$ cat src/rtl/seq_multiword_adder.sv
// Multi-word adder: streams WIDTH-bit beats through a carry-lookahead
// adder, chaining each beat's carry-out into the next beat's carry-in.

module cla_adder #(
  parameter int WIDTH = 32,
  parameter int SIZE  = 4
) (
  input  logic [WIDTH-1:0] a,
  input  logic [WIDTH-1:0] b,
  input  logic             cin,
  output logic [WIDTH-1:0] s,
  output logic             cout
);

  localparam int NG = (WIDTH + SIZE - 1) / SIZE;

  logic [WIDTH-1:0] g;
  logic [WIDTH-1:0] p;
  logic [WIDTH:0]   c;
  logic             gacc;
  logic             pacc;

  assign g = a & b;
  assign p = a ^ b;

  // Each carry is a flat function of its group's incoming carry.
  always_comb begin
    c    = '0;
    gacc = 1'b0;
    pacc = 1'b1;
    c[0] = cin;
    for (int k = 0; k < NG; k++) begin
      gacc = 1'b0;
      pacc = 1'b1;
      for (int j = 0; j < SIZE; j++) begin
        if (k * SIZE + j < WIDTH) begin
          gacc = g[k*SIZE+j] | (p[k*SIZE+j] & gacc);
          pacc = pacc & p[k*SIZE+j];
          c[k*SIZE+j+1] = gacc | (pacc & c[k*SIZE]);
        end
      end
    end
  end

  assign s    = p ^ c[WIDTH-1:0];
  assign cout = c[WIDTH];

endmodule

module seq_multiword_adder #(
  parameter int WIDTH     = 32,
  parameter int SIZE      = 4,
  parameter int MAX_BEATS = 16
) (
  input  logic             clk,
  input  logic             rst,
  input  logic             in_valid,
  output logic             in_ready,
  input  logic [WIDTH-1:0] in_a,
  input  logic [WIDTH-1:0] in_b,
  input  logic             in_cin,
  input  logic             in_first,
  input  logic             in_last,
  output logic             out_valid,
  input  logic             out_ready,
  output logic [WIDTH-1:0] out_s,
  output logic             out_cout,
  output logic             out_last,
  input  logic             err_clr,
  output logic             err_seq,
  output logic             err_len
);

  localparam int CW = $clog2(MAX_BEATS + 1);

  typedef enum logic {
    IDLE,
    BUSY
  } state_t;

  state_t          state;
  state_t          state_n;
  logic            carry_q;
  logic [CW-1:0]   beat_cnt;
  logic            accept;
  logic            first_beat;
  logic            add_cin;
  logic            seq_hit;
  logic            len_hit;
  logic [WIDTH-1:0] sum;
  logic            sum_cout;

  cla_adder #(
    .WIDTH (WIDTH),
    .SIZE  (SIZE)
  ) u_add (
    .a    (in_a),
    .b    (in_b),
    .cin  (add_cin),
    .s    (sum),
    .cout (sum_cout)
  );

  always_ff @(posedge clk or posedge rst) begin
    if (rst) state <= IDLE;
    else     state <= state_n;
  end

  // An in_first while BUSY restarts; a missing in_first while IDLE still starts.
  always_comb begin
    state_n    = state;
    in_ready   = !out_valid || out_ready;
    accept     = in_valid && in_ready;
    first_beat = (state == IDLE) || in_first;
    add_cin    = first_beat ? in_cin : carry_q;
    seq_hit    = 1'b0;
    len_hit    = 1'b0;
    if (accept) begin
      state_n = in_last ? IDLE : BUSY;
      unique case (state)
        IDLE: seq_hit = !in_first;
        BUSY: seq_hit = in_first;
        default: seq_hit = 1'b0;
      endcase
      len_hit = !first_beat &&
                (beat_cnt == CW'(MAX_BEATS));
    end
  end

  always_ff @(posedge clk or posedge rst) begin
    if (rst) begin
      carry_q  <= 1'b0;
      beat_cnt <= '0;
    end else if (accept) begin
      carry_q <= in_last ? 1'b0 : sum_cout;
      if (first_beat)
        beat_cnt <= CW'(1);
      else if (beat_cnt != CW'(MAX_BEATS))
        beat_cnt <= beat_cnt + CW'(1);
    end
  end

  always_ff @(posedge clk or posedge rst) begin
    if (rst) begin
      out_valid <= 1'b0;
      out_s     <= '0;
      out_cout  <= 1'b0;
      out_last  <= 1'b0;
    end else if (accept) begin
      out_valid <= 1'b1;
      out_s     <= sum;
      out_cout  <= sum_cout;
      out_last  <= in_last;
    end else if (out_ready) begin
      out_valid <= 1'b0;
    end
  end

  always_ff @(posedge clk or posedge rst) begin
    if (rst) begin
      err_seq <= 1'b0;
      err_len <= 1'b0;
    end else begin
      if (seq_hit)      err_seq <= 1'b1;
      else if (err_clr) err_seq <= 1'b0;
      if (len_hit)      err_len <= 1'b1;
      else if (err_clr) err_len <= 1'b0;
    end
  end

endmodule

$ cat config.mk
export PLATFORM = sky130hd
export DESIGN_NAME = seq_multiword_adder
export DESIGN_NICKNAME = d
export VERILOG_FILES = /design/src/rtl/seq_multiword_adder.sv
export SDC_FILE = /design/constraint.sdc
export NUM_CORES = 1
export LEC_CHECK = 0
export CAP_MARGIN = 40
export CORE_MARGIN = 3
export CORE_UTILIZATION = 49
export DETAILED_ROUTE_END_ITERATION = 6
export GPL_TIMING_DRIVEN = 0
export PLACE_DENSITY_LB_ADDON = 0.2
export SETUP_SLACK_MARGIN = 0.3
export SYNTH_ARGS = -nofsm -noshare
export SYNTH_HDL_FRONTEND = slang
export SYNTH_SLANG_ARGS = --single-unit
$ cat constraint.sdc
create_clock -name clk -period 6.2 [get_ports clk]
set_clock_uncertainty 0.15 [all_clocks]
set_input_delay 1.24 -clock clk [delete_from_list [all_inputs] [get_ports clk]]
set_output_delay 1.24 -clock clk [all_outputs]
set_load 0.02 [all_outputs]
==> results of run 1 <==
## worst max-delay path, delay by kind of cell
family / cells / cell delay [ps]
compound gates: 6 / 1200
fa+ha+maj: 2 / 680
buf+inv: 2 / 470
mux: 1 / 350
xor+xnor: 1 / 150
## worst max path at each step
stage / from / to / slack, ps
floorplan: in_first / out_s[28] / 2620
global placement: in_first / out_s[29] / 1860
detailed placement: in_first / out_s[28] / 1840
CTS: in_first / out_s[29] / 2150
global route: in_first / out_s[29] / 1910
finish: in_first / out_s[29] / 2110
## placed cells by master (no fill, tap or decap), drive strengths merged, types with 7 or more instances in the layout
cell type / synthesis / routed
a21oi: 21 / 21
clkbuf: 8 / 13
clkdlybuf4s50: 0 / 109
dfrtp: 44 / 44
fa: 8 / 8
ha: 35 / 35
inv: 18 / 18
nand2: 61 / 61
nand3: 7 / 7
nor2: 13 / 13
o21ai: 37 / 37
xnor2: 11 / 11
xor2: 7 / 7
## metal layers
| layer | part of all wire (%) | vias up | GRT usage (%) | routed length [um] |
|---|---|---|---|---|
| met2 | 50 | 111 | 42.0 | 4110 |
| li1 | - | 1448 | - | - |
| met4 | 1.1 | 0 | 4.32 | 93 |
| met3 | 7.8 | 13 | 4.71 | 636 |
| met5 | 0 | - | 0 | 0 |
| met1 | 41 | 1386 | 28.3 | 3350 |
## flip-flops by register name, summed over array words and instances, names as in the netlist
register / cells
state: 1
err_seq: 1
out_valid: 1
carry_q: 1
out_last: 1
out_cout: 1
beat_cnt: 5
out_s: 32
err_len: 1
## synth_stat cells, drive strengths merged, types with 2 or more instances
cell	instances
xor2	7
nor3	6
clkbuf	8
nor2b	3
and3	4
o21a	4
a21o	6
xnor2	11
nand3	7
and4	3
o21ai	37
o311ai	2
nor2	13
dfrtp	44
a21oi	21
and2	4
inv	18
a211oi	2
nand2	61
buf	2
o31ai	4
o211ai	2
o21bai	3
mux2i	2
fa	8
ha	35
nand4	4
nand2b	4
## area by class of cell
class | count | area (um^2)
Buffer | 10 | 38.8
Clock buffer | 5 | 68.8
Clock inverter | 1 | 30.0
Fill cell | 494 | 1620
Inverter | 18 | 67.6
Multi-Input combinational cell | 271 | 1930
Sequential cell | 44 | 1100
Tap cell | 75 | 93.8
Timing Repair Buffer | 110 | 1110
## stage by stage
step / total power, mW / area (um^2) / util, % / instances
2_1_floorplan: 0.624 / 3130 / - / 343
3_3_place_gp: 0.818 / 4320 / 71.3 / 527
3_5_place_dp: 0.832 / 4340 / 71.6 / 528
4_1_cts: 1.04 / 4440 / 73.2 / 534
5_1_grt: 1.10 / 4440 / 73.2 / 534
6_report: 1.04 / 4440 / 73.2 / 534
## cell families after synthesis
kind of cell / synth area share, %
compound gates: 20.1
mux: 0.998
buf+inv: 3.39
xor+xnor: 5.03
fa+ha+maj: 19.1
flops: 35.1
simple gates: 16.3
## power by group
| group | switching [mW] | total [mW] | leakage, nW | internal (mW) |
|---|---|---|---|---|
| registers | 0.0354 | 0.379 | 0.544 | 0.343 |
| clock network | 0.0938 | 0.210 | 0.0501 | 0.116 |
| logic | 0.228 | 0.449 | 1.39 | 0.221 |
==> metrics.md, run 1 <==
| Metric | Value |
|---|---|
| Lkg Pwr | 1.98 nW |
| Synth top area share | 35.1% |
| Hold depth | 2 |
| Slew HR | 58.2% |
| Slew Viols, Final | 0 |
| Period utilization | 66.0% |
| Post-synth ARST share | 100% |
| Final Hold Vio Count | 0 |
| Sequential area share after synthesis | 35.1% |
| DIE HEIGHT | 86.0 um |
| DR WL/cell | 15.3 um |
| Worst slew pin tran | 627 ps |
| Post-DP HPWL | 6540 um |
| Post-synthesis register bit count | 44 |
| Fmax | 244 MHz |
| Critical Setup Path Class | in2reg |
| R2R setup slack | 3140 ps |
| Max Cap Viol | 0 |
| Setup Buffers After CTS | 0 |
| Fin nets | 575 |
| Distinct cells, synth | 52 |
| Num rows | 28 |
| PwrDens | 234 nW/um^2 |
| Post-route DRC | 0 |
| CP cell instances | clkdlybuf4s50_1, inv_1, ha_1, mux2i_1, o211a_1, o32a_1, o21ai_2, a31oi_4, o21ai_1, fa_1, xnor2_1, o21ai_0 |
| CTS tree | done |
| Avg Vias per Cell | 5.54 |
| CP max stage delay | 410 ps |
| Die X | 86.0 um |
| Synth-to-Final Area Change | 41.6% |
| Hold Startpoint | out_s[24] |
| Overall Global Routing Usage | 23.1% |
| Status | finished clean |
| Synth Instances | 343 |
| Clk_lat worst skew | 290 ps |
| # resized after CTS | 0 |
| Synth area leader | dfrtp_1 |
| Worst reg2reg path depth | 10 |
| Mapped Area | 3130 um^2 |
| Hold Slack | 329 ps |
| CP Launch Type | input port |
| Worst-path clk slew | 80 ps |
| Number of synthesized flops with an enable pin | 0 |
| GRT Residual Overflow | 0 |
| First-pass GRT wire length | 13,800 um |
| Layout cells sized above 1 | 3.70% |
| Vias in the first global route | 3,024 |
| # IOs | 110 |
| Hold Crit Class | reg2reg |
| RSZ-0062 raised after global routing | false |
| Final TNS setup | 0 ps |
| Max Root-Sink Buffers | 2 |
| H-tree Lvls | 2 |
| Initial DRT Pass Iterations | 4 |
| Worst path slowest cell | clkdlybuf4s50_1 |
| Total wire length | 8200 um |
| Synthesized Nets | 458 |
| Ys flop type | dfrtp_1 |
| Pre-CTS worst setup slack | 1840 ps |
| Initial antenna violation count | 0 |
| Vias | 2,958 |
| Min Tclk post-route | 4090 ps |
| Core Box Area | 6060 um^2 |
| Total CTS buffers | 5 |
| Die ar. | 7390 um^2 |
| IO Port Bufs | 109 |
| Maximum vdd ir drop | 136 uV |
| Setup slack after layout | 2110 ps |
| Clk sinks | 44 |
| Final ANT Viol Nets | 0 |
| Synth warn | 0 |
| Final setup violating endpoints | 0 |
| Syn_area_per_cell | 9.14 um^2 |
| Worst r2r dst | out_s[29] |
| Clock root buffer | clkbuf_8 |
| Critical Path Fanout Max | 7 |
| Starting DRC count in detailed routing | 140 |
| Largest net degree at the start of global routing | 35 |
| Critical Path End Type | flop |
| Critical Path RT | 6210 ps |
| Worst r2r src | state |
| CTS Hold Bufs | 0 |
| Critical Path AT | 4100 ps |
| GP Congestion | 0.917 |
| Diode count | 0 |
| Top cells by area, synth | dfrtp_1 (35%), ha_1 (14%), nand2_1 (7.3%) |
| Initial core utilization | 51.7% |
| Hold Path Sink | out_s[24] |
No activity file was read; power rests on OpenSTA's default activity.
==> run 2: changes to the inputs <==
Settings changed: CORE_UTILIZATION 49 to 46.
Clock period 6.2 ns to 3.9 ns, I/O delays scaled along.
==> metrics.md, run 2 (synthesized netlist as in run 1, its figures left out) <==
| Metric | Value |
|---|---|
| Combined area of the multi-input logic cells | 1930 um^2 (about the same) |
| Slew HR | 56.3% (was 58.2%) |
| Total CTS buffers | 5 (unchanged) |
| CTS tree | done (unchanged) |
| GP Congestion | 0.864 (was 0.917) |
| Worst slew pin tran | 656 ps (was 627 ps) |
| Max Root-Sink Buffers | 2 (unchanged) |
| # IOs | 110 (unchanged) |
| Fmax | 288 MHz |
| First-pass GRT wire length | 13,300 um (was 13,800 um) |
| FF/Latch Area | 1100 um^2 (unchanged) |
| Dpl cells | 530 (was 528) |
| Hold Crit Class | reg2reg (unchanged) |
| Top flop regs | out_s x32, beat_cnt x5 (unchanged) |
| Synth-to-Final Area Change | 42.9% (was 41.6%) |
| Fin nets | 578 (was 575) |
| Initial core utilization | 48.5% (was 51.7%) |
| IO Port Bufs | 109 (unchanged) |
| Largest register FFs | 32 (unchanged) |
| Lkg Pwr | 2.00 nW (was 1.98 nW) |
| Final setup violating endpoints | 0 (unchanged) |
| Top reg by flops | out_s (unchanged) |
| CP Launch Type | input port (unchanged) |
| Max Cap Viol | 0 (unchanged) |
| Post-route DRC | 0 (unchanged) |
| RSZ-0062 raised after global routing | false (unchanged) |
| Critical Path RT | 3910 ps (was 6210 ps) |
| Die ar. | 7840 um^2 (was 7390 um^2) |
| Initial antenna violation count | 0 (unchanged) |
| Diode count | 0 (unchanged) |
| Worst path slowest cell | clkdlybuf4s50_1 (unchanged) |
| Initial DRT Pass Iterations | 4 (unchanged) |
| Fin cells | 541 (was 534) |
| CP cell instances | clkdlybuf4s50_1, ha_1, a21oi_1, o21ai_0, a221oi_2, o21ai_2, a31oi_4, o21ai_2, fa_1, xnor2_1, o21ai_0 (was clkdlybuf4s50_1, inv_1, ha_1, mux2i_1, o211a_1, o32a_1, o21ai_2, a31oi_4, o21ai_1, fa_1, xnor2_1, o21ai_0) |
| DIE HEIGHT | 88.5 um (was 86.0 um) |
| Clock root buffer | clkbuf_8 (unchanged) |
| Min Tclk post-route | 3470 ps |
| Maximum vdd ir drop | 210 uV (was 136 uV) |
| Status | finished clean (unchanged) |
| Overall Global Routing Usage | 21.8% (was 23.1%) |
| Die X | 88.5 um (was 86.0 um) |
| Critical Setup Path Class | in2reg (unchanged) |
| Vias in the first global route | 2,885 (was 3,024) |
| GRT Residual Overflow | 0 (unchanged) |
| Starting DRC count in detailed routing | 128 (was 140) |
| Commonest non-fill, non-tap cell in the layout | clkdlybuf4s50_1 (unchanged) |
| CP max stage delay | 420 ps (was 410 ps) |
| Final ANT Viol Nets | 0 (unchanged) |
| Worst-path clk slew | 80 ps (about the same) |
| Fill cells | 534 (was 494) |
| Clk_lat worst skew | 300 ps (was 290 ps) |
| DR WL/cell | 15.3 um (about the same) |
| Layout cells sized above 1 | 4.96% (was 3.70%) |
| Commonest non-fill, non-tap cells in the layout | clkdlybuf4s50_1 (109), nand2_1 (61), dfrtp_1 (44), ha_1 (35), o21ai_0 (34) (unchanged) |
| Critical Path AT | 3490 ps (was 4100 ps) |
| Clk sinks | 44 (unchanged) |
| Post-DP HPWL | 6640 um (was 6540 um) |
| Largest net degree at the start of global routing | 24 (was 35) |
| Total wire length | 8270 um (was 8200 um) |
| Critical Path Fanout Max | 6 (was 7) |
| Core Box Area | 6460 um^2 (was 6060 um^2) |
| Avg Vias per Cell | 5.44 (was 5.54) |
| Critical Path End Type | flop (unchanged) |
| Vias | 2,945 (was 2,958) |
| PwrDens | 373 nW/um^2 (was 234 nW/um^2) |
| Slew Viols, Final | 0 (unchanged) |
| H-tree Lvls | 2 (unchanged) |
| Period utilization | 89.1% |
| Final Hold Vio Count | 0 (unchanged) |
| Hold Slack | 325 ps (was 329 ps) |
| Num rows | 29 (was 28) |
-- run 2: timing repair --
item                       in CTS  in global routing
setup endpoints to repair       1                  3
hold buffers                    0                  0
setup buffers                   1                  2
gates resized for setup         1                  1
pin swaps                       0                  2
-- run 2: critical path: cells and delay by family --
| family | cells | cell delay, ps |
|---|---|---|
| adders and majority gates | 2 | 770 |
| xor gates and xnor gates | 1 | 150 |
| buffers and inverters | 1 | 420 |
| AOI/OAI and AO/OA | 7 | 1350 |
-- run 2: path summary, 6_finish.rpt --
kind | start | endpoint | slack, ps | cells after the start
max | in_a[7] | out_s[29] | 430 | 11
min | out_s[24] | out_s[24] | 330 | 2
max reg2reg | state | out_s[28] | 1010 | 10
min reg2reg | out_s[24] | out_s[24] | 330 | 2
max in group asynchronous | rst | out_s[11] | 2430 | 3
min in group asynchronous | rst | out_s[1] | 670 | 2
-- run 2: through the flow --
step,util [%],setup WS (ps),power [mW],TNS (ps),area [um^2]
detailed placement,67.2,-72.3,1.33,-78.8,4340
floorplan,-,783,0.993,0,3130
finish,69.4,425,1.67,0,4480
CTS,69.1,322,1.68,0,4460
global placement,66.9,-27.6,1.30,-27.6,4320
global route,69.4,319,1.78,0,4480
-- run 2: layout make-up --
class / instances / area share (%)
Tap cell: 77 / 2.15
Timing Repair Buffer: 113 / 25.3
Inverter: 18 / 1.51
Clock buffer: 6 / 1.62
Clock inverter: 2 / 0.782
Sequential cell: 44 / 24.6
Buffer: 10 / 0.866
Multi-Input combinational cell: 271 / 43.2
-- run 2: report_power, final --
part	switching [mW]	leakage, nW	internal [mW]
registers	0.0545	0.544	0.546
clock network	0.158	0.0552	0.190
logic	0.366	1.40	0.357
total	0.579	2.00	1.09
-- run 2: metal layers --
layer / up-vias / track usage [%] / wire, um
met5: - / 0 / 0
met1: 1397 / 28.5 / 3620
met4: 0 / 5.91 / 142
met2: 84 / 37.5 / 4110
li1: 1452 / - / -
met3: 12 / 3.72 / 395
